`src/rtl/ahb_lite_manager.sv`:
```
// Single-outstanding AHB-Lite manager: one command becomes one NONSEQ transfer.
// Optional wait-state watchdog enabled by defining AHB_MGR_TIMEOUT_EN.
module ahb_lite_manager #(
    parameter int ADDR_W         = 4,
    parameter int DATA_W         = 32,
    parameter int TIMEOUT_CYCLES = 64
) (
    input  logic              clk,
    input  logic              rst,
    input  logic              cmd_valid,
    output logic              cmd_ready,
    input  logic              cmd_write,
    input  logic [ADDR_W-1:0] cmd_addr,
    input  logic [1:0]        cmd_size,
    input  logic [DATA_W-1:0] cmd_wdata,
    output logic              rsp_valid,
    output logic [DATA_W-1:0] rsp_rdata,
    output logic              rsp_error,
    output logic              rsp_timeout,
    output logic              hsel,
    output logic [ADDR_W-1:0] haddr,
    output logic [1:0]        hsize,
    output logic [1:0]        htrans,
    output logic              hwrite,
    output logic [DATA_W-1:0] hwdata,
    input  logic [DATA_W-1:0] hrdata,
    input  logic              hready,
    input  logic              hresp
);

    typedef enum logic [1:0] {
        ST_IDLE = 2'd0,
        ST_ADDR = 2'd1,
        ST_DATA = 2'd2,
        ST_ERR  = 2'd3
    } state_e;

    localparam logic [1:0] HTRANS_IDLE   = 2'b00;
    localparam logic [1:0] HTRANS_NONSEQ = 2'b10;

    // Size 3 is undefined here; half/word accesses must be naturally aligned.
    function automatic logic cmd_illegal(input logic [1:0] size, input logic [1:0] addr_lo);
        case (size)
            2'd0:    cmd_illegal = 1'b0;
            2'd1:    cmd_illegal = addr_lo[0];
            2'd2:    cmd_illegal = (addr_lo != 2'b00);
            default: cmd_illegal = 1'b1;
        endcase
    endfunction

    state_e              state_q, state_d;
    logic                cmd_ready_q, cmd_ready_d;
    logic                hsel_q, hsel_d;
    logic [ADDR_W-1:0]   haddr_q, haddr_d;
    logic [1:0]          hsize_q, hsize_d;
    logic [1:0]          htrans_q, htrans_d;
    logic                hwrite_q, hwrite_d;
    logic [DATA_W-1:0]   hwdata_q, hwdata_d;
    logic [DATA_W-1:0]   wdata_hold_q, wdata_hold_d;
    logic                rsp_valid_q, rsp_valid_d;
    logic                rsp_error_q, rsp_error_d;
    logic [DATA_W-1:0]   rsp_rdata_q, rsp_rdata_d;
    logic                rsp_timeout_d;

`ifdef AHB_MGR_TIMEOUT_EN
    localparam int CNT_W = $clog2(TIMEOUT_CYCLES + 1);
    localparam logic [CNT_W-1:0] TMO_LAST = CNT_W'(TIMEOUT_CYCLES - 1);
    logic [CNT_W-1:0] tmo_cnt_q, tmo_cnt_d;
    logic             rsp_timeout_q;
`else
    logic [31:0]      timeout_cfg_unused;
    assign timeout_cfg_unused = TIMEOUT_CYCLES;
`endif

    // Next-state and registered-output computation for the transfer FSM.
    always_comb begin
        state_d       = state_q;
        hsel_d        = hsel_q;
        haddr_d       = haddr_q;
        hsize_d       = hsize_q;
        htrans_d      = htrans_q;
        hwrite_d      = hwrite_q;
        hwdata_d      = hwdata_q;
        wdata_hold_d  = wdata_hold_q;
        rsp_valid_d   = 1'b0;
        rsp_error_d   = 1'b0;
        rsp_rdata_d   = {DATA_W{1'b0}};
        rsp_timeout_d = 1'b0;
`ifdef AHB_MGR_TIMEOUT_EN
        tmo_cnt_d     = {CNT_W{1'b0}};
`endif
        case (state_q)
            ST_IDLE: begin
                if (cmd_valid && cmd_ready_q) begin
                    if (cmd_illegal(cmd_size, cmd_addr[1:0])) begin
                        rsp_valid_d = 1'b1;
                        rsp_error_d = 1'b1;
                    end else begin
                        haddr_d      = cmd_addr;
                        hsize_d      = cmd_size;
                        hwrite_d     = cmd_write;
                        hsel_d       = 1'b1;
                        htrans_d     = HTRANS_NONSEQ;
                        wdata_hold_d = cmd_wdata;
                        state_d      = ST_ADDR;
                    end
                end else begin
                    state_d = ST_IDLE;
                end
            end
            ST_ADDR: begin
                if (hready) begin
                    htrans_d = HTRANS_IDLE;
                    hsel_d   = 1'b0;
                    hwdata_d = hwrite_q ? wdata_hold_q : {DATA_W{1'b0}};
                    state_d  = ST_DATA;
                end else begin
                    state_d = ST_ADDR;
                end
            end
            ST_DATA: begin
                if (hresp) begin
                    // hresp with hready high skips the first error cycle; still an error.
                    if (hready) begin
                        rsp_valid_d = 1'b1;
                        rsp_error_d = 1'b1;
                        state_d     = ST_IDLE;
                    end else begin
                        state_d = ST_ERR;
                    end
                end else if (hready) begin
                    rsp_valid_d = 1'b1;
                    rsp_rdata_d = hwrite_q ? {DATA_W{1'b0}} : hrdata;
                    state_d     = ST_IDLE;
                end else begin
                    state_d = ST_DATA;
                end
            end
            ST_ERR: begin
                if (hready) begin
                    rsp_valid_d = 1'b1;
                    rsp_error_d = 1'b1;
                    state_d     = ST_IDLE;
                end else begin
                    state_d = ST_ERR;
                end
            end
            default: begin
                state_d  = ST_IDLE;
                htrans_d = HTRANS_IDLE;
                hsel_d   = 1'b0;
            end
        endcase
`ifdef AHB_MGR_TIMEOUT_EN
        if ((state_q != ST_IDLE) && !hready) begin
            if (tmo_cnt_q == TMO_LAST) begin
                state_d       = ST_IDLE;
                htrans_d      = HTRANS_IDLE;
                hsel_d        = 1'b0;
                rsp_valid_d   = 1'b1;
                rsp_error_d   = 1'b1;
                rsp_timeout_d = 1'b1;
                rsp_rdata_d   = {DATA_W{1'b0}};
                tmo_cnt_d     = {CNT_W{1'b0}};
            end else begin
                tmo_cnt_d = tmo_cnt_q + {{(CNT_W-1){1'b0}}, 1'b1};
            end
        end else begin
            tmo_cnt_d = {CNT_W{1'b0}};
        end
`endif
        cmd_ready_d = (state_d == ST_IDLE);
    end

    // State and output registers with synchronous reset.
    always_ff @(posedge clk) begin
        if (rst) begin
            state_q       <= ST_IDLE;
            cmd_ready_q   <= 1'b1;
            hsel_q        <= 1'b0;
            haddr_q       <= {ADDR_W{1'b0}};
            hsize_q       <= 2'b00;
            htrans_q      <= HTRANS_IDLE;
            hwrite_q      <= 1'b0;
            hwdata_q      <= {DATA_W{1'b0}};
            wdata_hold_q  <= {DATA_W{1'b0}};
            rsp_valid_q   <= 1'b0;
            rsp_error_q   <= 1'b0;
            rsp_rdata_q   <= {DATA_W{1'b0}};
`ifdef AHB_MGR_TIMEOUT_EN
            tmo_cnt_q     <= {CNT_W{1'b0}};
            rsp_timeout_q <= 1'b0;
`endif
        end else begin
            state_q       <= state_d;
            cmd_ready_q   <= cmd_ready_d;
            hsel_q        <= hsel_d;
            haddr_q       <= haddr_d;
            hsize_q       <= hsize_d;
            htrans_q      <= htrans_d;
            hwrite_q      <= hwrite_d;
            hwdata_q      <= hwdata_d;
            wdata_hold_q  <= wdata_hold_d;
            rsp_valid_q   <= rsp_valid_d;
            rsp_error_q   <= rsp_error_d;
            rsp_rdata_q   <= rsp_rdata_d;
`ifdef AHB_MGR_TIMEOUT_EN
            tmo_cnt_q     <= tmo_cnt_d;
            rsp_timeout_q <= rsp_timeout_d;
`endif
        end
    end

    assign cmd_ready = cmd_ready_q;
    assign hsel      = hsel_q;
    assign haddr     = haddr_q;
    assign hsize     = hsize_q;
    assign htrans    = htrans_q;
    assign hwrite    = hwrite_q;
    assign hwdata    = hwdata_q;
    assign rsp_valid = rsp_valid_q;
    assign rsp_error = rsp_error_q;
    assign rsp_rdata = rsp_rdata_q;
`ifdef AHB_MGR_TIMEOUT_EN
    assign rsp_timeout = rsp_timeout_q;
`else
    assign rsp_timeout = 1'b0;
    logic rsp_timeout_d_unused;
    assign rsp_timeout_d_unused = rsp_timeout_d;
`endif

endmodule

```
`config.mk`:
```
export PLATFORM = sky130hd
export DESIGN_NAME = ahb_lite_manager
export DESIGN_NICKNAME = d
export VERILOG_FILES = /design/src/rtl/ahb_lite_manager.sv
export SDC_FILE = /design/constraint.sdc
export NUM_CORES = 1
export LEC_CHECK = 0
export CAP_MARGIN = 25
export CORE_MARGIN = 4
export CORE_UTILIZATION = 39
export CTS_CLUSTER_DIAMETER = 120
export DETAILED_ROUTE_END_ITERATION = 16
export PLACE_DENSITY = 0.73
export SETUP_SLACK_MARGIN = 0.02
export SLEW_MARGIN = 10
export SYNTH_ARGS = -nofsm -noshare
export SYNTH_HDL_FRONTEND = slang
export SYNTH_SLANG_ARGS = --single-unit
```
`constraint.sdc`:
```
create_clock -name clk -period 1.5 [get_ports clk]
set_input_delay 0.3 -clock clk [delete_from_list [all_inputs] [get_ports clk]]
set_output_delay 0.3 -clock clk [all_outputs]
set_load 0.03 [all_outputs]
```
==> results_tabular.tex <==
\begin{tabular}{lr}
\hline
Metric & Value \\
\hline
\multicolumn{2}{l}{\textbf{Run status}} \\
\quad Result of the run & completed \\
\multicolumn{2}{l}{\textbf{Placement}} \\
\quad Pre-CTS setup slack & -484 ps \\
\quad Post-detailed-placement half-perimeter wirelength & 7.40 mm \\
\quad Standard cell area after detailed placement & about 5800 µm² \\
\quad Gp weighted congestion & about 0.73 \\
\quad Count of buffers inserted at the top-level ports & around 150 \\
\multicolumn{2}{l}{\textbf{Drt}} \\
\quad Uppermost routed layer & met5 \\
\quad Final wirelength & around 11 mm \\
\quad Number of vias per cell & 4.70 \\
\quad Violation count after the first detailed-routing iteration & between 100 and 150 \\
\quad Met3 routed WL & approximately 970 µm \\
\quad Routed len/inst & 15.4 µm \\
\quad Number of antenna-violating nets in the routed design & 0 \\
\quad DRC viols & 0 \\
\quad Total routed wire length on the met1 layer & 4.49 mm \\
\quad Count of TritonRoute iterations in the first routing pass & 4 \\
\quad Met2 wire len & 5.31 mm \\
\quad Number of vias in the routed layout & roughly 3300 \\
\multicolumn{2}{l}{\textbf{Floorplan}} \\
\quad Num rows & 36 \\
\quad Starting Density & 40.7\% \\
\quad Horizontal die dimension & approximately 110 µm \\
\quad Full die area & $\sim$12000 µm² \\
\quad Floorplan core area & 9910 µm² \\
\quad Ports & 154 \\
\quad Die Y & 110 µm \\
\multicolumn{2}{l}{\textbf{Critical path}} \\
\quad Max FO, Critical Path & 6 \\
\quad Crit path max-delay cell type & sky130\_fd\_sc\_hd\_\_clkdlybuf4s50\_1 \\
\quad Kind of critical path & in2reg \\
\quad Crit-path cells & clkdlybuf4s50\_1 -> and4bb\_2 -> a21boi\_4 -> buf\_6 -> clkbuf\_16 -> mux2i\_1 \\
\quad CP bufs+invs & 3 \\
\quad Largest stage delay on the critical path & between 400 and 500 ps \\
\quad Sort of element at the start of the critical path & input port \\
\quad Signal arrival time at the worst endpoint & 1740 ps \\
\quad Worst setup EP type & flip-flop \\
\quad Required arrival time at the worst endpoint & 1800 ps \\
\quad Crit-path leading delay family & buffers and inverters \\
\multicolumn{2}{l}{\textbf{Synth}} \\
\quad Flip-flop and latch count after synthesis & about 110 \\
\quad Share of async-settable or async-resettable flops after synthesis & 0\% \\
\quad Gate Count Post-Synth & roughly 420 \\
\quad Most instantiated flip-flop cell in the synthesis netlist & sky130\_fd\_sc\_hd\_\_dfxtp\_1 \\
\quad Count of flip-flops with a built-in enable after synthesis & 0 \\
\quad Synthesized area per cell & roughly 9.7 µm² \\
\quad Post-synthesis cell area & 4040 µm² \\
\quad Number of library cell types mapped by synthesis & 28 \\
\quad Yosys warns & 0 \\
\quad Fraction of the yosys area taken by sequential cells & 54.1\% \\
\multicolumn{2}{l}{\textbf{CTS}} \\
\quad Number of H-tree branching levels & 3 \\
\quad Worst-skew pair later-pin latency & 370 ps \\
\quad Clock tree from TritonCTS & built \\
\quad Inserted Clock Buffers & 9 \\
\quad \# clock sinks & 109 \\
\quad Clk Tree Root Cell & sky130\_fd\_sc\_hd\_\_clkbuf\_8 \\
\quad CTS max path bufs & 2 \\
\quad Clock transition at path regs & approximately 110 ps \\
\multicolumn{2}{l}{\textbf{Finish}} \\
\quad Design Area, Final & about 6000 µm² \\
\quad Fraction of final layout cells sized beyond drive strength 1 & between 10\% and 20\% \\
\quad Nets@finish & between 600 and 700 \\
\quad Area growth, synth to finish & 51.4\% \\
\quad Leading cell type in the layout, fill and taps excluded & sky130\_fd\_sc\_hd\_\_dfxtp\_1 \\
\quad Count of fill cells added during filler insertion & between 800 and 900 \\
\quad Commonest cells after routing, fill and taps aside & 107 x sky130\_fd\_sc\_hd\_\_dfxtp\_1, 76 x sky130\_fd\_sc\_hd\_\_nand2b\_1, 71 x sky130\_fd\_sc\_hd\_\_clkdlybuf4s50\_1, 65 x sky130\_fd\_sc\_hd\_\_dlygate4sd2\_1, 38 x sky130\_fd\_sc\_hd\_\_a21oi\_1 \\
\multicolumn{2}{l}{\textbf{Timing}} \\
\quad Time the worst path needs with I/O delays and setup & $\sim$1400 ps \\
\quad Final period util & 96.3\% \\
\quad Fmax & 692 MHz \\
\quad Final setup viols & 0 \\
\quad Number of failing hold endpoints at the final stage & 0 \\
\quad Worst path setup slack after routing & roughly 55 ps \\
\quad Worst Skew & between 10 and 15 ps \\
\quad Total Negative Setup Slacks & 0 ps \\
\quad Count of final max-slew check failures & 0 \\
\quad RSZ-0062 raised after global routing & false \\
\multicolumn{2}{l}{\textbf{Min path}} \\
\quad Worst Hold Class & in2reg \\
\multicolumn{2}{l}{\textbf{Power}} \\
\quad Leakage Power & about 0.0026 µW \\
\quad Max rail drop VDD & between 0.0005 and 0.0006 V \\
\quad Power per cell area & approximately 940 nW/µm² \\
\multicolumn{2}{l}{\textbf{Global route}} \\
\quad Final global-route overflow total & 0 \\
\quad First-pass GRT wire length & 16.0 mm \\
\quad Maximum number of pins on one net before global-route repair & roughly 120 \\
\quad Number of global-route vias before repair & 3239 \\
\quad Number of antenna violations at the first check in global routing & 2 \\
\quad Total track usage & between 10\% and 20\% \\
\multicolumn{2}{l}{\textbf{Job}} \\
\quad Max-cap violations & 0 \\
\hline
\end{tabular}
## state kept, by name (all words and copies together), names as in the netlist
name	count
cmd_ready	1
haddr	4
hsize	2
htrans	1
hwdata	32
hwrite	1
rsp_error	1
rsp_rdata	32
rsp_valid	1
state_q	2
wdata_hold_q	32
## cell families after synthesis
family	after synthesis	share of synthesized area, %
AO/OA/AOI/OAI	48	6.39
buffers and inverters	37	4.43
flip-flops	109	54.1
multiplexers	36	8.93
other	1	0.0929
AND/OR/NAND/NOR	186	26.1
## worst paths after layout
check              startpoint                to  slack (ps)  cells past startpoint
setup / recovery    cmd_valid  wdata_hold_q[17]          60                      6
hold reg to reg    hwdata[16]        hwdata[16]         460                      2
hold / removal    cmd_size[0]          hsize[0]         390                      4
setup reg to reg   state_q[0]  wdata_hold_q[17]          70                      5
## metrics by stage
stage | total power (µW) | hold WS [ps] | std cells | utilization [%]
floorplan | 3410 | 422 | 418 | -
global placement | 3740 | 440 | 685 | 58.3
detailed placement | 3750 | 446 | 685 | 58.3
CTS | 5730 | 443 | 701 | 59.9
global route | 6000 | 408 | 710 | 61.7
finish | 5750 | 389 | 710 | 61.7
## layer usage
layer	vias up	global-route usage [%]
met5	-	0
li1	1665	-
met2	113	28.6
met3	17	6.28
met1	1538	20.2
met4	2	6.50
## cell type report
type,instances,area (µm²),share of cell area (%)
clock inverter,7,103,1.68
tap,133,166,2.72
clock buffer,9,124,2.03
multi-input combinational,272,1710,27.9
sequential,109,2190,35.8
inverter,1,3.75,0.0614
timing repair buffer,178,1820,29.8
antenna,1,2.50,0.0410
## what timing repair did
| action | in CTS | in global routing |
|---|---|---|
| cloned | 0 | 5 |
| gates resized for setup | 77 | 17 |
| endpoints found under the setup margin | 87 | 43 |
| buffers inserted | 0 | 3 |
| pin swaps | 0 | 2 |
| hold buffers | 0 | 0 |
| hold endpoints to repair | 0 | 0 |
## power breakdown
group	switching [µW]	leakage (µW)	internal, µW	total, µW
clock	1030	0.000111	962	1990
sequential	42.3	0.000883	2970	3010
combinational	317	0.00158	435	752
## cells in the mapped netlist (2+ instances only)
master                       n  area share [%]
sky130_fd_sc_hd__dfxtp_1   109              54
sky130_fd_sc_hd__nand2_1    34             3.2
sky130_fd_sc_hd__a21o_1      2            0.37
sky130_fd_sc_hd__nand2b_1   76              12
sky130_fd_sc_hd__mux2i_1    36             8.9
sky130_fd_sc_hd__buf_2       5            0.62
sky130_fd_sc_hd__o21ai_1     4            0.50
sky130_fd_sc_hd__nand3_1    33             4.1
sky130_fd_sc_hd__clkbuf_1   24             2.2
sky130_fd_sc_hd__buf_4       5            0.93
sky130_fd_sc_hd__nand4b_1    3            0.65
sky130_fd_sc_hd__and2_1     32             5.0
sky130_fd_sc_hd__buf_6       2            0.56
sky130_fd_sc_hd__a21oi_1    38             4.7
## worst reg2reg max path: cells and delay by family (launching register included)
kind                   cells  cell delay [ps]
AND/OR/NAND/NOR            1              320
multiplexers               1              190
flip-flops                 1              340
AO/OA/AOI/OAI              1              230
buffers and inverters      2              300
(Power assumes the default switching activity.)
